$ cat src/rtl/ili9488_frame_sequencer.sv
// ILI9488 frame sequencer: panel init list, address window and pixel streaming
// on top of the byte-level SPI driver's Load/in_data/data_cmd handshake.
module ili9488_frame_sequencer #(
   parameter int DLY_W   = 24,
   parameter int RST_DLY = 600000,
   parameter int SLP_DLY = 6000000,
   parameter int BPP     = 3
) (
   input  logic       clk,
   input  logic       rst,
   input  logic       init_start,
   input  logic       win_start,
   input  logic [8:0] x0,
   input  logic [8:0] x1,
   input  logic [8:0] y0,
   input  logic [8:0] y1,
   input  logic [7:0] pix_data,
   input  logic       pix_valid,
   output logic       pix_ready,
   output logic       busy,
   output logic       init_done,
   output logic       frame_done,
   output logic       err,
   output logic       drv_load,
   output logic [7:0] drv_data,
   output logic       drv_dc,
   output logic       drv_imd_read,
   input  logic       drv_load_comp,
   input  logic       drv_write_comp
);

   localparam logic [8:0] X_MAX     = 9'd319;
   localparam logic [8:0] Y_MAX     = 9'd479;
   localparam logic [3:0] INIT_LAST = 4'd6;
   localparam logic [3:0] WIN_LAST  = 4'd10;

   typedef enum logic [2:0] {
      IDLE,
      SEND,
      SEND_WAIT,
      DELAY,
      PIX_FETCH
   } state_t;

   typedef enum logic [1:0] {
      M_INIT,
      M_WIN,
      M_PIX
   } mode_t;

   state_t           state;
   mode_t            mode;
   logic [3:0]       ptr;
   logic [3:0]       nptr;
   logic [DLY_W-1:0] dly_cnt;
   logic [DLY_W-1:0] seq_dly;
   logic [19:0]      pix_cnt;
   logic [8:0]       x0_q;
   logic [8:0]       x1_q;
   logic [8:0]       y0_q;
   logic [8:0]       y1_q;
   logic [7:0]       nxt_byte;
   logic             nxt_dc;
   logic             win_bad;
   logic [19:0]      win_w;
   logic [19:0]      win_h;
   logic [19:0]      win_bytes;
   logic             byte_done;

   assign drv_imd_read = 1'b0;
   assign nptr         = ptr + 4'd1;
   assign byte_done    = !drv_load_comp && drv_write_comp;

   assign win_bad = (x1 < x0) || (y1 < y0) ||
                    (x1 > X_MAX) || (y1 > Y_MAX);
   assign win_w     = 20'(x1) - 20'(x0) + 20'd1;
   assign win_h     = 20'(y1) - 20'(y0) + 20'd1;
   assign win_bytes = win_w * win_h * 20'(BPP);

   // Only SWRESET and SLPOUT carry a settle time after them
   always_comb begin
      seq_dly = '0;
      unique case (1'b1)
         mode == M_INIT && ptr == 4'd0: seq_dly = DLY_W'(RST_DLY);
         mode == M_INIT && ptr == 4'd1: seq_dly = DLY_W'(SLP_DLY);
         default:                       seq_dly = '0;
      endcase
   end

   always_comb begin
      nxt_byte = 8'h00;
      nxt_dc   = 1'b1;
      if (mode == M_INIT) begin
         case (nptr)
            4'd1: begin
               nxt_byte = 8'h11;
               nxt_dc   = 1'b0;
            end
            4'd2: begin
               nxt_byte = 8'h3A;
               nxt_dc   = 1'b0;
            end
            4'd3: nxt_byte = 8'h66;
            4'd4: begin
               nxt_byte = 8'h36;
               nxt_dc   = 1'b0;
            end
            4'd5: nxt_byte = 8'h48;
            4'd6: begin
               nxt_byte = 8'h29;
               nxt_dc   = 1'b0;
            end
            default: begin
               nxt_byte = 8'h01;
               nxt_dc   = 1'b0;
            end
         endcase
      end else begin
         case (nptr)
            4'd1: nxt_byte = {7'd0, x0_q[8]};
            4'd2: nxt_byte = x0_q[7:0];
            4'd3: nxt_byte = {7'd0, x1_q[8]};
            4'd4: nxt_byte = x1_q[7:0];
            4'd5: begin
               nxt_byte = 8'h2B;
               nxt_dc   = 1'b0;
            end
            4'd6: nxt_byte = {7'd0, y0_q[8]};
            4'd7: nxt_byte = y0_q[7:0];
            4'd8: nxt_byte = {7'd0, y1_q[8]};
            4'd9: nxt_byte = y1_q[7:0];
            4'd10: begin
               nxt_byte = 8'h2C;
               nxt_dc   = 1'b0;
            end
            default: begin
               nxt_byte = 8'h2A;
               nxt_dc   = 1'b0;
            end
         endcase
      end
   end

   always_ff @(posedge clk) begin
      if (rst) begin
         state      <= IDLE;
         mode       <= M_INIT;
         ptr        <= '0;
         dly_cnt    <= '0;
         pix_cnt    <= '0;
         x0_q       <= '0;
         x1_q       <= '0;
         y0_q       <= '0;
         y1_q       <= '0;
         busy       <= 1'b0;
         init_done  <= 1'b0;
         frame_done <= 1'b0;
         err        <= 1'b0;
         pix_ready  <= 1'b0;
         drv_load   <= 1'b0;
         drv_data   <= 8'h00;
         drv_dc     <= 1'b0;
      end else begin
         frame_done <= 1'b0;
         err        <= 1'b0;
         case (state)
            IDLE: begin
               if (init_start) begin
                  mode     <= M_INIT;
                  ptr      <= '0;
                  drv_data <= 8'h01;
                  drv_dc   <= 1'b0;
                  drv_load <= 1'b1;
                  busy     <= 1'b1;
                  state    <= SEND;
               end else if (win_start && init_done) begin
                  if (win_bad) begin
                     err <= 1'b1;
                  end else begin
                     mode     <= M_WIN;
                     ptr      <= '0;
                     x0_q     <= x0;
                     x1_q     <= x1;
                     y0_q     <= y0;
                     y1_q     <= y1;
                     pix_cnt  <= win_bytes;
                     drv_data <= 8'h2A;
                     drv_dc   <= 1'b0;
                     drv_load <= 1'b1;
                     busy     <= 1'b1;
                     state    <= SEND;
                  end
               end
            end
            SEND: begin
               if (drv_load_comp) begin
                  drv_load <= 1'b0;
                  state    <= SEND_WAIT;
               end
            end
            SEND_WAIT: begin
               if (byte_done) begin
                  case (mode)
                     M_INIT: begin
                        if (ptr == INIT_LAST) begin
                           init_done <= 1'b1;
                           busy      <= 1'b0;
                           state     <= IDLE;
                        end else if (seq_dly != '0) begin
                           dly_cnt <= seq_dly;
                           state   <= DELAY;
                        end else begin
                           drv_data <= nxt_byte;
                           drv_dc   <= nxt_dc;
                           drv_load <= 1'b1;
                           ptr      <= nptr;
                           state    <= SEND;
                        end
                     end
                     M_WIN: begin
                        if (ptr == WIN_LAST) begin
                           mode      <= M_PIX;
                           pix_ready <= 1'b1;
                           state     <= PIX_FETCH;
                        end else begin
                           drv_data <= nxt_byte;
                           drv_dc   <= nxt_dc;
                           drv_load <= 1'b1;
                           ptr      <= nptr;
                           state    <= SEND;
                        end
                     end
                     default: begin
                        if (pix_cnt == '0) begin
                           frame_done <= 1'b1;
                           busy       <= 1'b0;
                           state      <= IDLE;
                        end else begin
                           pix_ready <= 1'b1;
                           state     <= PIX_FETCH;
                        end
                     end
                  endcase
               end
            end
            DELAY: begin
               if (dly_cnt < DLY_W'(2)) begin
                  dly_cnt  <= '0;
                  drv_data <= nxt_byte;
                  drv_dc   <= nxt_dc;
                  drv_load <= 1'b1;
                  ptr      <= nptr;
                  state    <= SEND;
               end else begin
                  dly_cnt <= dly_cnt - DLY_W'(1);
               end
            end
            PIX_FETCH: begin
               if (pix_valid) begin
                  drv_data  <= pix_data;
                  drv_dc    <= 1'b1;
                  drv_load  <= 1'b1;
                  pix_ready <= 1'b0;
                  pix_cnt   <= pix_cnt - 20'd1;
                  state     <= SEND;
               end
            end
            default: state <= IDLE;
         endcase
      end
   end

endmodule

$ cat config.mk
export PLATFORM = sky130hd
export DESIGN_NAME = ili9488_frame_sequencer
export DESIGN_NICKNAME = d
export VERILOG_FILES = /design/src/rtl/ili9488_frame_sequencer.sv
export SDC_FILE = /design/constraint.sdc
export NUM_CORES = 1
export LEC_CHECK = 0
export CORE_ASPECT_RATIO = 0.7
export CORE_MARGIN = 2
export CORE_UTILIZATION = 50
export DETAILED_ROUTE_END_ITERATION = 10
export MAX_ROUTING_LAYER = met4
export PLACE_DENSITY = 0.71
export SYNTH_ARGS = -nofsm -noshare
export SYNTH_HDL_FRONTEND = slang
export SYNTH_SLANG_ARGS = --single-unit
$ cat constraint.sdc
create_clock -name clk -period 13.3 [get_ports clk]
set_clock_uncertainty 0.15 [all_clocks]
set_input_delay 2.66 -clock clk [delete_from_list [all_inputs] [get_ports clk]]
set_output_delay 2.66 -clock clk [all_outputs]
set_load 0.02 [all_outputs]
==> results.toml <==
[sta]
slew_headroom = 0.2149
fin_tns_setup_ps = 0
rsz0062_at_grt = "false"
tightest_slew_ps = 1169
slew_violations = 0
fmax_ghz = 0.08592
fin_crit_ps = 11640
post-route-period-util = 0.8751
finalSetupViolCount = 0
hold_viol_final = 0

[detailed_routing]
wl_per_cell_um = 16.39
routed_via_density = 5.589
vias = 10620
first_pass_iters = 7
drc = 0
ant_nets = 0
wl_mm = 31.15
first_iter_violations = 895

[final_layout]
drive_gt1_frac = 0.03411
area_delta_synth_final_pct = 9.654
fillCellCount = 2182
nNetsFinal = 1829
num_antenna_cells = 0

[clock_tree]
cts_setup_buffers = 0
cts_buffers = 9
hold_buffers = 0
cts_max_level = 3
root_buffer = "clkbuf_16"
cts_buffer_depth = 2
cts_tree = "done"
clk_latency_ps = 360
post_cts_resized = 0
clk_pin_slew_ps = 70
clkSinkCount = 104

[critical_path]
path_delay_family = "adder cells"
reg2reg_from = "ptr[0]"
critPathLaunchType = "input port"
cp.arrival_ps = 11690
criticalPathCategory = "input port to flop"
critPathRequiredTime_ps = 13360
rr_worst_depth = 9
end_kind = "flop"
max_stage_delay_ps = 570
ff2ff_setup_slack_ps = 9540
path_max_fanout = 8
path_common_cell = "fa_1"
slowest_stage = "xor2_1"
worst-path-buf-inv = 5
reg2reg_to = "dly_cnt[13]"

[logic_synthesis]
synth_edf_count = 0
synth-seq-cells = 104
async_flop_share = 0
synth.cell_area_um2 = 11960
synth_nets = 1816
ys.flop_type = "dfxtp_1"
synth_seq_area_share = 0.1740
syn_inst = 1565
yosysWarnings = 0
synth.avg_cell_area_um2 = 7.644
synth.distinct_cells = 81

[global_routing]
grt_pass1_wl_mm = 52.37
first_global_vias = 10160
grt.total_usage = 0.2652
grt_max_degree = 96
grt_remaining_overflow = 0
grt_antenna_before_repair = 0

[die]
ioPinCount = 67
fp.dieH_um = 133.4
rows = 47
core_um2 = 23580
dieWidth_um = 188.9
die_area_um2 = 25200
initial_utilization = 0.5073

[min_path]
hold_path.startpoint = "pix_cnt[17]"
hp-class = "flop to flop"
min_path_cells = 2
hold_end = "pix_cnt[17]"

[place]
portBuffers = 65
place_hpwl_mm = 24.89
gp_congestion = 0.9639

[run_status]
status = "finished clean"

[flow_run]
drv_cap = 0
-- worst reg2reg max path, stage by stage (launching register included) --
cell      delay (ps)
dfxtp_1          470
ha_1             740
nor2_1           110
or4_1            570
nor2_1           190
o21ai_1          250
a21oi_1          660
o21ai_0          200
a21oi_1          190
a211oi_1          70
-- kinds of logic (layout without fill, tap and decap cells) --
family                   Yosys count  count (layout)  share of synthesized area
multiplexers                       3               3                   0.002510
flip-flops                       104             104                     0.1740
adder cells (fa/ha/maj)          201             201                     0.2791
other                              1               1                  0.0003135
AO/OA/AOI/OAI                    316             316                     0.1676
XOR/XNOR                          87              87                    0.06548
buffers and inverters            282             300                    0.08932
AND/OR/NAND/NOR                  571             571                     0.2217
-- cells in the final DEF (no fill, tap or decap), types with 13 or more instances in the layout --
cell and instances:
nand3_1 25, nor3_1 51, a22oi_1 17, nand2b_1 16
inv_1 207, dfxtp_1 104, clkdlybuf4s50_1 64, a211oi_1 19
and3_1 13, nor2_1 162, and2_1 32, nor2b_1 16
xor2_1 34, fa_1 110, ha_1 90, o21ai_0 60
xnor2_1 51, nand2_1 196, a21oi_1 115
-- routing by layer --
metal / up-vias / GRT usage / share of wire / routed length (µm)
li1: 5216 / - / - / -
met1: 5040 / 0.3879 / 0.49 / 15370
met2: 342 / 0.3777 / 0.42 / 13030
met3: 26 / 0.05927 / 0.077 / 2386
met4: 0 / 0.04644 / 0.011 / 357
met5: - / - / 0 / 0
-- Yosys cell counts, drive strengths merged (17+ instances only) --
cell type / n / area share
nor3: 51 / 0.021
fa: 110 / 0.18
a211oi: 20 / 0.013
o21ai: 64 / 0.027
clkbuf: 66 / 0.021
nand3: 25 / 0.010
and2: 32 / 0.017
dfxtp: 104 / 0.17
inv: 207 / 0.065
ha: 90 / 0.094
a21oi: 116 / 0.049
a22oi: 17 / 0.011
nand2: 197 / 0.062
xor2: 34 / 0.025
xnor2: 52 / 0.039
nor2: 163 / 0.052
-- flip-flops by register name, summed over array words and instances, names as in the netlist, 2 cells and up --
signal / count
x1_q: 9
ptr: 4
y1_q: 9
mode: 2
pix_cnt: 20
x0_q: 9
dly_cnt: 24
drv_data: 8
state: 3
y0_q: 9
-- metrics by stage --
step / util / std cells / cell area (µm²) / setup slack [ps] / hold slack [ps]
6_report: 0.5563 / 1901 / 13120 / 1661 / 307.0
5_1_grt: 0.5563 / 1901 / 13120 / 1045 / 317.0
4_1_cts: 0.5563 / 1901 / 13120 / 1706 / 306.5
3_5_place_dp: 0.5430 / 1885 / 12800 / 1350 / 296.3
3_3_place_gp: 0.5430 / 1885 / 12800 / 1608 / 291.4
2_1_floorplan: - / 1565 / 11960 / 2622 / 281.0
-- area by class of cell --
type	instances	area, µm²	share of cell area
Clock buffer	10	239.0	0.01822
Clock inverter	6	73.82	0.005628
Inverter	208	780.7	0.05952
Multi-Input combinational cell	1179	8816	0.6721
Sequential cell	104	2082	0.1587
Tap cell	318	397.9	0.03033
Timing Repair Buffer	76	728.2	0.05551
-- worst max path at each step --
stage	slack, ps	endpoint	start	cells past startpoint
finish	1660	pix_cnt[19]	y1[0]	34
global placement	1610	pix_cnt[19]	y1[0]	33
CTS	1710	pix_cnt[19]	y1[0]	33
detailed placement	1350	pix_cnt[19]	y1[0]	33
floorplan	2620	pix_cnt[19]	y1[0]	37
global route	1050	pix_cnt[19]	y1[0]	34
Power is not shown: default switching activity piles up to over one toggle a cycle in this logic, so the estimate is an artifact.
